$ cat config.mk
export PLATFORM = sky130hd
export DESIGN_NAME = alu_exec_ctrl
export DESIGN_NICKNAME = d
export VERILOG_FILES = /design/src/rtl/alu_exec_ctrl.sv
export SDC_FILE = /design/constraint.sdc
export NUM_CORES = 1
export LEC_CHECK = 0
export CAP_MARGIN = 40
export CELL_PAD_IN_SITES_DETAIL_PLACEMENT = 1
export CELL_PAD_IN_SITES_GLOBAL_PLACEMENT = 2
export CORE_ASPECT_RATIO = 0.75
export CORE_MARGIN = 2
export CORE_UTILIZATION = 34
export DETAILED_ROUTE_END_ITERATION = 7
export GPL_ROUTABILITY_DRIVEN = 1
export PLACE_DENSITY_LB_ADDON = 0.2
export RECOVER_POWER = 50
export SYNTH_ARGS = -nofsm -noshare
export SYNTH_HDL_FRONTEND = slang
export SYNTH_SLANG_ARGS = --single-unit
$ cat constraint.sdc
create_clock -name clk -period 1.5 [get_ports clk]
set_input_delay 0.3 -clock clk [delete_from_list [all_inputs] [get_ports clk]]
set_output_delay 0.3 -clock clk [all_outputs]
set_load 0.05 [all_outputs]
$ cat src/rtl/alu_exec_ctrl.sv
// ---------------------------------------------------------------------------
// alu_exec_ctrl
//
// Execute-stage ALU with its own control decoder. The opcode and funct fields
// are decoded into a 4-bit ALU operation. The operation is applied to WIDTH-bit
// operands, and the result is registered. Single-cycle operations complete one
// clock after they are accepted. When the ALU_MUL_EN macro is defined, an
// iterative shift-add multiplier is compiled in. It takes WIDTH clocks per
// multiply.
//
// Optional feature macro: ALU_MUL_EN (undefined = no multiplier, ready tied 1)
//
// Handshake: an operation transfers on a rising edge where valid_in && ready.
// While ready is low, valid_in is ignored, and upstream must hold the
// operation. Results are not back-pressured. valid_out is a one-cycle pulse,
// and result/zero/alu_ctrl/illegal hold their values between pulses.
//
// Ports:
//   clk        in   clock, rising edge
//   rst_n      in   asynchronous active-low reset
//   valid_in   in   opcode/funct/a/b carry an operation
//   ready      out  operation can be accepted this cycle
//   opcode     in   [5:0] instruction opcode
//   funct      in   [5:0] R-type function field (ignored otherwise)
//   a, b       in   [WIDTH-1:0] operands
//   valid_out  out  one-cycle completion pulse
//   result     out  [WIDTH-1:0] registered result
//   zero       out  result == 0
//   alu_ctrl   out  [3:0] decoded operation of the completed instruction
//   illegal    out  completed instruction failed to decode (result = 0)
//   state_dbg  out  FSM state for observation: 0 = IDLE, 1 = MUL
// ---------------------------------------------------------------------------
module alu_exec_ctrl #(
    parameter int WIDTH = 32
) (
    input  logic             clk,
    input  logic             rst_n,
    input  logic             valid_in,
    output logic             ready,
    input  logic [5:0]       opcode,
    input  logic [5:0]       funct,
    input  logic [WIDTH-1:0] a,
    input  logic [WIDTH-1:0] b,
    output logic             valid_out,
    output logic [WIDTH-1:0] result,
    output logic             zero,
    output logic [3:0]       alu_ctrl,
    output logic             illegal,
    output logic             state_dbg
);

    localparam logic [3:0] OP_ADD = 4'b0010;
    localparam logic [3:0] OP_SUB = 4'b0110;
    localparam logic [3:0] OP_AND = 4'b0000;
    localparam logic [3:0] OP_OR  = 4'b0001;
    localparam logic [3:0] OP_SLT = 4'b0111;
`ifdef ALU_MUL_EN
    localparam logic [3:0] OP_MUL = 4'b1000;
`endif

    logic [3:0]       dec_ctrl;
    logic             dec_illegal;
    logic [WIDTH-1:0] exec_result;
    logic             accept_single;   // single-cycle op (or illegal) accepted

    // ---------------------------------------------------------------
    // Decode. An illegal instruction reports alu_ctrl = 0000.
    // ---------------------------------------------------------------
    always_comb begin
        dec_ctrl    = 4'b0000;
        dec_illegal = 1'b1;
        case (opcode)
            6'b000000: begin
                case (funct)
                    6'b100000: begin dec_ctrl = OP_ADD; dec_illegal = 1'b0; end
                    6'b100010: begin dec_ctrl = OP_SUB; dec_illegal = 1'b0; end
                    6'b100100: begin dec_ctrl = OP_AND; dec_illegal = 1'b0; end
                    6'b100101: begin dec_ctrl = OP_OR;  dec_illegal = 1'b0; end
                    6'b101010: begin dec_ctrl = OP_SLT; dec_illegal = 1'b0; end
`ifdef ALU_MUL_EN
                    6'b011000: begin dec_ctrl = OP_MUL; dec_illegal = 1'b0; end
`endif
                    default: ;
                endcase
            end
            6'b001000, 6'b110011, 6'b110001, 6'b110111: begin
                dec_ctrl    = OP_ADD;
                dec_illegal = 1'b0;
            end
            6'b000100: begin
                dec_ctrl    = OP_SUB;
                dec_illegal = 1'b0;
            end
            default: ;
        endcase
    end

    // ---------------------------------------------------------------
    // Single-cycle datapath. The illegal gate matters here because
    // an illegal op shares the 0000 code with AND. Without the gate,
    // an illegal op would return a & b instead of 0.
    // ---------------------------------------------------------------
    always_comb begin
        exec_result = '0;
        if (!dec_illegal) begin
            case (dec_ctrl)
                OP_ADD:  exec_result = a + b;
                OP_SUB:  exec_result = a - b;
                OP_AND:  exec_result = a & b;
                OP_OR:   exec_result = a | b;
                OP_SLT:  exec_result = {{(WIDTH-1){1'b0}}, ($signed(a) < $signed(b))};
                default: exec_result = '0;
            endcase
        end
    end

`ifdef ALU_MUL_EN
    // ---------------------------------------------------------------
    // Control FSM and shift-add multiplier
    // ---------------------------------------------------------------
    typedef enum logic {
        S_IDLE = 1'b0,
        S_MUL  = 1'b1
    } state_t;

    localparam int            CW   = $clog2(WIDTH);
    localparam logic [CW-1:0] LAST = CW'(WIDTH - 1);

    state_t           state, state_next;
    logic [CW-1:0]    count;
    logic [WIDTH-1:0] mcand, mplier, acc, acc_step;
    logic             mul_start, mul_done;

    // Conditionally add the multiplicand for the current multiplier bit.
    assign acc_step  = acc + (mplier[0] ? mcand : '0);
    assign state_dbg = (state == S_MUL);

    always_ff @(posedge clk or negedge rst_n) begin
        if (!rst_n) state <= S_IDLE;
        else        state <= state_next;
    end

    always_comb begin
        state_next    = state;
        ready         = 1'b0;
        accept_single = 1'b0;
        mul_start     = 1'b0;
        mul_done      = 1'b0;
        case (state)
            S_IDLE: begin
                ready = 1'b1;
                if (valid_in) begin
                    if (!dec_illegal && dec_ctrl == OP_MUL) begin
                        mul_start  = 1'b1;
                        state_next = S_MUL;
                    end else begin
                        accept_single = 1'b1;
                    end
                end
            end
            S_MUL: begin
                // The last iteration runs on the edge where count == WIDTH-1.
                if (count == LAST) begin
                    mul_done   = 1'b1;
                    state_next = S_IDLE;
                end
            end
        endcase
    end

    always_ff @(posedge clk or negedge rst_n) begin
        if (!rst_n) begin
            count  <= '0;
            mcand  <= '0;
            mplier <= '0;
            acc    <= '0;
        end else if (mul_start) begin
            count  <= '0;
            mcand  <= a;
            mplier <= b;
            acc    <= '0;
        end else if (state == S_MUL) begin
            acc    <= acc_step;
            mcand  <= mcand << 1;
            mplier <= mplier >> 1;
            count  <= count + 1'b1;
        end
    end
`else
    // No multi-cycle operations, so every op is accepted immediately.
    assign ready         = 1'b1;
    assign state_dbg     = 1'b0;
    assign accept_single = valid_in;
`endif

    // ---------------------------------------------------------------
    // Output registers. They hold until the next completion.
    // ---------------------------------------------------------------
    always_ff @(posedge clk or negedge rst_n) begin
        if (!rst_n) begin
            valid_out <= 1'b0;
            result    <= '0;
            zero      <= 1'b1;
            alu_ctrl  <= 4'b0000;
            illegal   <= 1'b0;
        end else begin
            valid_out <= 1'b0;
            if (accept_single) begin
                valid_out <= 1'b1;
                result    <= exec_result;
                zero      <= (exec_result == '0);
                alu_ctrl  <= dec_ctrl;
                illegal   <= dec_illegal;
            end
`ifdef ALU_MUL_EN
            else if (mul_done) begin
                valid_out <= 1'b1;
                result    <= acc_step;
                zero      <= (acc_step == '0);
                alu_ctrl  <= OP_MUL;
                illegal   <= 1'b0;
            end
`endif
        end
    end

endmodule

==> results of run 1 <==
metrics by stage:
stage                     util (%)  cell area [um^2]  hold slack (ns)  worst slack (ns)
after floorplan                  -              8483         0.004409            -1.395
after global placement       61.38             13040           0.2565            -2.399
after detailed placement     61.38             13040           0.2514            -2.542
cell families after synthesis:
family / synth area share [%]
xor gates and xnor gates: 1.899
AOI/OAI and AO/OA: 33.81
and+or+nand+nor: 21.28
other: 0.1018
adders and majority gates: 19.37
muxes: 2.459
DFF: 12.90
buffers and inverters: 8.174
==> results.py, run 1 <==
metrics = {
    "run_status": {
        "status": "stopped before the end",
        "haltStage": "4_1_cts",
        "first-error": "[ERROR DPL-0033] detailed placement checks failed during check placement.",
    },
    "floorplanning": {
        "num_rows": 46,
        "initial_core_util_pct": 34.74,
        "die_width_um": 174.1,
        "ioPinCount": 120,
        "die_y_um": 131.6,
    },
    "clock_network": {
        "cts.sinks": 38,
        "root_buffer": "clkbuf_16",
        "post_cts_buffers": 127,
        "cts_buffer_depth": 2,
        "numCtsBuffers": 5,
        "ctsHtreeMaxLevel": 2,
        "cts_hold_buffers": 1,
        "ctsResizeCount": 613,
    },
    "logic_synthesis": {
        "synth_warnings": 0,
        "yosysSeqAreaShare_pct": 12.90,
        "synthFlopType": "dfrtp_1",
        "syn_avg_cell_area_um2": 7.305,
        "synth_common_cells": "111 x ha_1, 104 x nor2_1, 91 x inv_1",
        "synthArstFlopShare_pct": 100.0,
        "synth_seq_cells": 38,
        "syn_area_um2": 7378,
        "synth_cell_types": 87,
        "yosysTopAreaCellShare_pct": 18.82,
        "yosysMostFrequentCell": "ha_1",
        "syn_inst": 1010,
        "synth_edf_count": 0,
        "synth_area_leaders": "ha_1 19%, dfrtp_1 13%, a21oi_1 6.1%, nor2_1 5.3%, inv_1 4.6%",
        "synth_top_area_cell": "ha_1",
    },
    "placed_design": {
        "dp.cells": 1760,
        "port_buffers": 116,
        "hpwlAfterDp_um": 34230,
        "gp_congestion": 0.9855,
    },
}
==> inputs of run 2 (changes only) <==
- CELL_PAD_IN_SITES_DETAIL_PLACEMENT: 1 -> not set
- CELL_PAD_IN_SITES_GLOBAL_PLACEMENT: 2 -> not set
- CORE_ASPECT_RATIO: 0.75 -> not set
- CORE_UTILIZATION: 34 -> 24
- PLACE_DENSITY_LB_ADDON: 0.2 -> 0.15
==> results.py, run 2 <==
metrics = {
    "timing": {
        "worst_pin_slew_ns": 0.7287,
        "hold_viol_final": 0,
        "postLayoutSetupSlackWorst_ns": -1.534,
        "relSlewSlack_pct": 51.01,
        "fin_skew_ns": 0,
        "fmax_mhz": 329.6,
        "rsz0062_at_grt": "yes",
        "period_share_pct": 202.3,
        "finalSetupViolCount": 35,
        "fin_crit_ns": 3.034,
        "drv_slew": 0,
    },
    "routing": {
        "vias": 10180,
        "drt_iter0_drc": 556,
        "drc": 0,
        "dr.pass1.iters": 5,
        "via_per_inst": 5.130,
        "wl_um": 37610,
        "wl_per_cell_um": 18.95,
        "ant_nets": 0,
    },
    "grt": {
        "antenna_found_initial": 0,
        "met2_usage_pct": 38.33,
        "grt-ovfl-total": 0,
        "grt_pass1_wl_um": 57260,
        "grt_max_degree": 36,
        "grt_usage_pct": 22.75,
        "grt_pass1_vias": 10350,
        "met3_usage_pct": 2.616,
        "grtUsageMet1_pct": 29.80,
        "busiest_layer": "met2",
    },
    "cells_and_area": {
        "largest_reg_flops": 32,
        "final_cell_mix": "400 x buf_4, 89 x buf_6, 81 x nor2_1",
        "final_net_count": 1780,
        "layout_commonest_cell": "buf_4",
        "reg_top3": "result (32), alu_ctrl (3)",
        "fin_util_pct": 54.14,
        "syn_to_final_growth_pct": 123.3,
        "regMostFlops": "result",
        "drive_gt1_share_pct": 63.88,
        "antenna-diode-count": 0,
        "fin_area_um2": 16480,
    },
    "clock_network": {
        "clock_latency_ns": 0.28,
        "root_buffer": "clkbuf_16",
        "tritoncts": "done",
        "numCtsBuffers": 5,
        "cts_buffer_depth": 2,
        "clk_pin_slew_ns": 0.06,
        "ctsHtreeMaxLevel": 2,
        "cts.sinks": 38,
    },
    "floorplanning": {
        "die_y_um": 179.3,
        "die_width_um": 179.3,
        "die_area_um2": 32160,
        "initial_core_util_pct": 24.25,
        "coreArea_um2": 30430,
        "num_rows": 64,
        "ioPinCount": 120,
    },
    "worst_setup_path": {
        "crit_path_frequent_cell": "o211ai_1",
        "worstPathMaxFanout": 3,
        "crit_path_start_kind": "primary input",
        "arrival_ns": 3.26,
        "rr_startpoint": "result[24]",
        "path_buf_inv": 2,
        "cp-startpoint": "b[0]",
        "crit_family": "compound AO/OA/AOI/OAI gates",
        "worstPathRequired_ns": 1.72,
        "cpPeakStageDelay_ns": 0.39,
        "crit_path_end_kind": "register",
        "slowest_stage": "fa_2",
        "cp_cell_sequence": "buf_8, ha_4, fa_2, a211oi_4, o211ai_1, buf_4, a21boi_2, xnor2_1, a2bb2oi_2, o211ai_1, nor4b_2, nand4_1, and4b_1, a22o_1",
        "path_class": "primary input to register",
    },
    "run_status": {
        "violations": "setup timing",
        "status": "finished with violations",
    },
    "power_and_ir_drop": {
        "power_per_cell_area_nw_per_um2": 501.4,
        "combPwrFrac_pct": 72.6,
        "pwr-share-seq_pct": 14.4,
        "power.switching_w": 0.003486,
        "ir_drop_mv": 0.3874,
        "p_int_w": 0.004774,
        "power_leakage_nw": 7.259,
        "clock_power_share_pct": 13.0,
        "p_sw_share_pct": 42.21,
    },
    "placed_design": {
        "hpwlAfterDp_um": 28750,
        "gp_congestion": 0.8949,
        "port_buffers": 116,
        "post-place-ws_ns": -2.485,
        "placed_area_um2": 13140,
    },
    "logic_synthesis": {
        "synthFlopType": "dfrtp_1",
        "synth_area_leaders": "ha_1 19%, dfrtp_1 13%, a21oi_1 6.1%, nor2_1 5.3%, inv_1 4.6%",
        "syn_avg_cell_area_um2": 7.305,
        "synth_top_area_cell": "ha_1",
        "synthArstFlopShare_pct": 100.0,
        "yosysSeqAreaShare_pct": 12.90,
        "synth_warnings": 0,
        "syn_area_um2": 7378,
        "yosysMostFrequentCell": "ha_1",
        "syn_inst": 1010,
        "synth_cell_types": 87,
        "synth_seq_cells": 38,
        "synth_common_cells": "111 x ha_1, 104 x nor2_1, 91 x inv_1",
        "synth_edf_count": 0,
        "yosysTopAreaCellShare_pct": 18.82,
    },
    "worst_hold_path": {
        "hp-class": "primary input to async pin",
    },
    "job": {
        "maxCapViolCount": 0,
    },
}
run 2: stage by stage:
step	setup TNS, ns	power (W)	hold WS, ns	std cells
6_report	-33.17	0.008260	0.4985	1985
2_1_floorplan	-24.64	0.003446	0.004409	1011
5_1_grt	-35.72	0.008663	0.5513	1985
3_3_place_gp	-60.57	0.005689	0.2680	1863
3_5_place_dp	-61.34	0.005705	0.2684	1863
4_1_cts	-32.50	0.007830	0.5158	1960
run 2: worst paths after layout:
| kind | to | slack [ns] | depth (start not counted) |
|---|---|---|---|
| hold / removal | alu_ctrl[0] | 0.50 | 2 |
| max in group asynchronous | result[17] | 0.26 | 3 |
| setup / recovery | zero | -1.53 | 14 |
| hold reg to reg | result[20] | 0.55 | 2 |
| setup reg to reg | result[24] | 0.53 | 2 |
| min in group clk | result[20] | 0.55 | 2 |
run 2: final cells by class:
class                   instances  area, um^2
clock buffers                   7       142.6
multi-input cells             825        8578
flip-flops and latches         38       952.2
repair buffers                627        5871
clock inverters                 1       5.005
inverters                      91       431.7
well taps                     396       495.5
fillers                      2770       13950
run 2: cell families (layout without fill, tap and decap cells):
logic type	Yosys count	in the layout	share of synthesized area, %
simple gates	313	316	21.28
fa+ha+maj	113	113	19.37
flops	38	38	12.90
compound gates	360	360	33.81
mux	17	17	2.459
other cells	2	3	0.1018
xor+xnor	16	16	1.899
buf+inv	151	726	8.174
run 2: timing repair:
item,in CTS,in global routing
endpoints found under the hold margin,15,0
pin swaps,185,102
cloned,5,0
setup endpoints to repair,37,37
resized for setup,568,166
buffers inserted,94,37
hold buffers,1,0
run 2: metal layers:
| metal | vias to the layer above | share of wire, % |
|---|---|---|
| met1 | 4893 | 43 |
| met3 | 92 | 5.1 |
| met4 | 0 | 4.2 |
| met5 | - | 0 |
| li1 | 4891 | - |
| met2 | 307 | 47 |
run 2: power by group through the flow:
stage / registers, W / logic (W) / clock network (W)
CTS: 0.00119 / 0.00555 / 0.00109
global placement: 0.00121 / 0.00448 / 0
global route: 0.00120 / 0.00634 / 0.00113
detailed placement: 0.00121 / 0.00450 / 0
finish: 0.00119 / 0.00600 / 0.00107
floorplan: 0.00139 / 0.00205 / 0
No activity file was read; power rests on OpenSTA's default activity.
==> inputs of run 3 (changes only) <==
- ABC_CLOCK_PERIOD_IN_PS: not set -> 1500
==> results of run 3 <==
No change in the layout: final DEF, timing and power equal those of run 2.
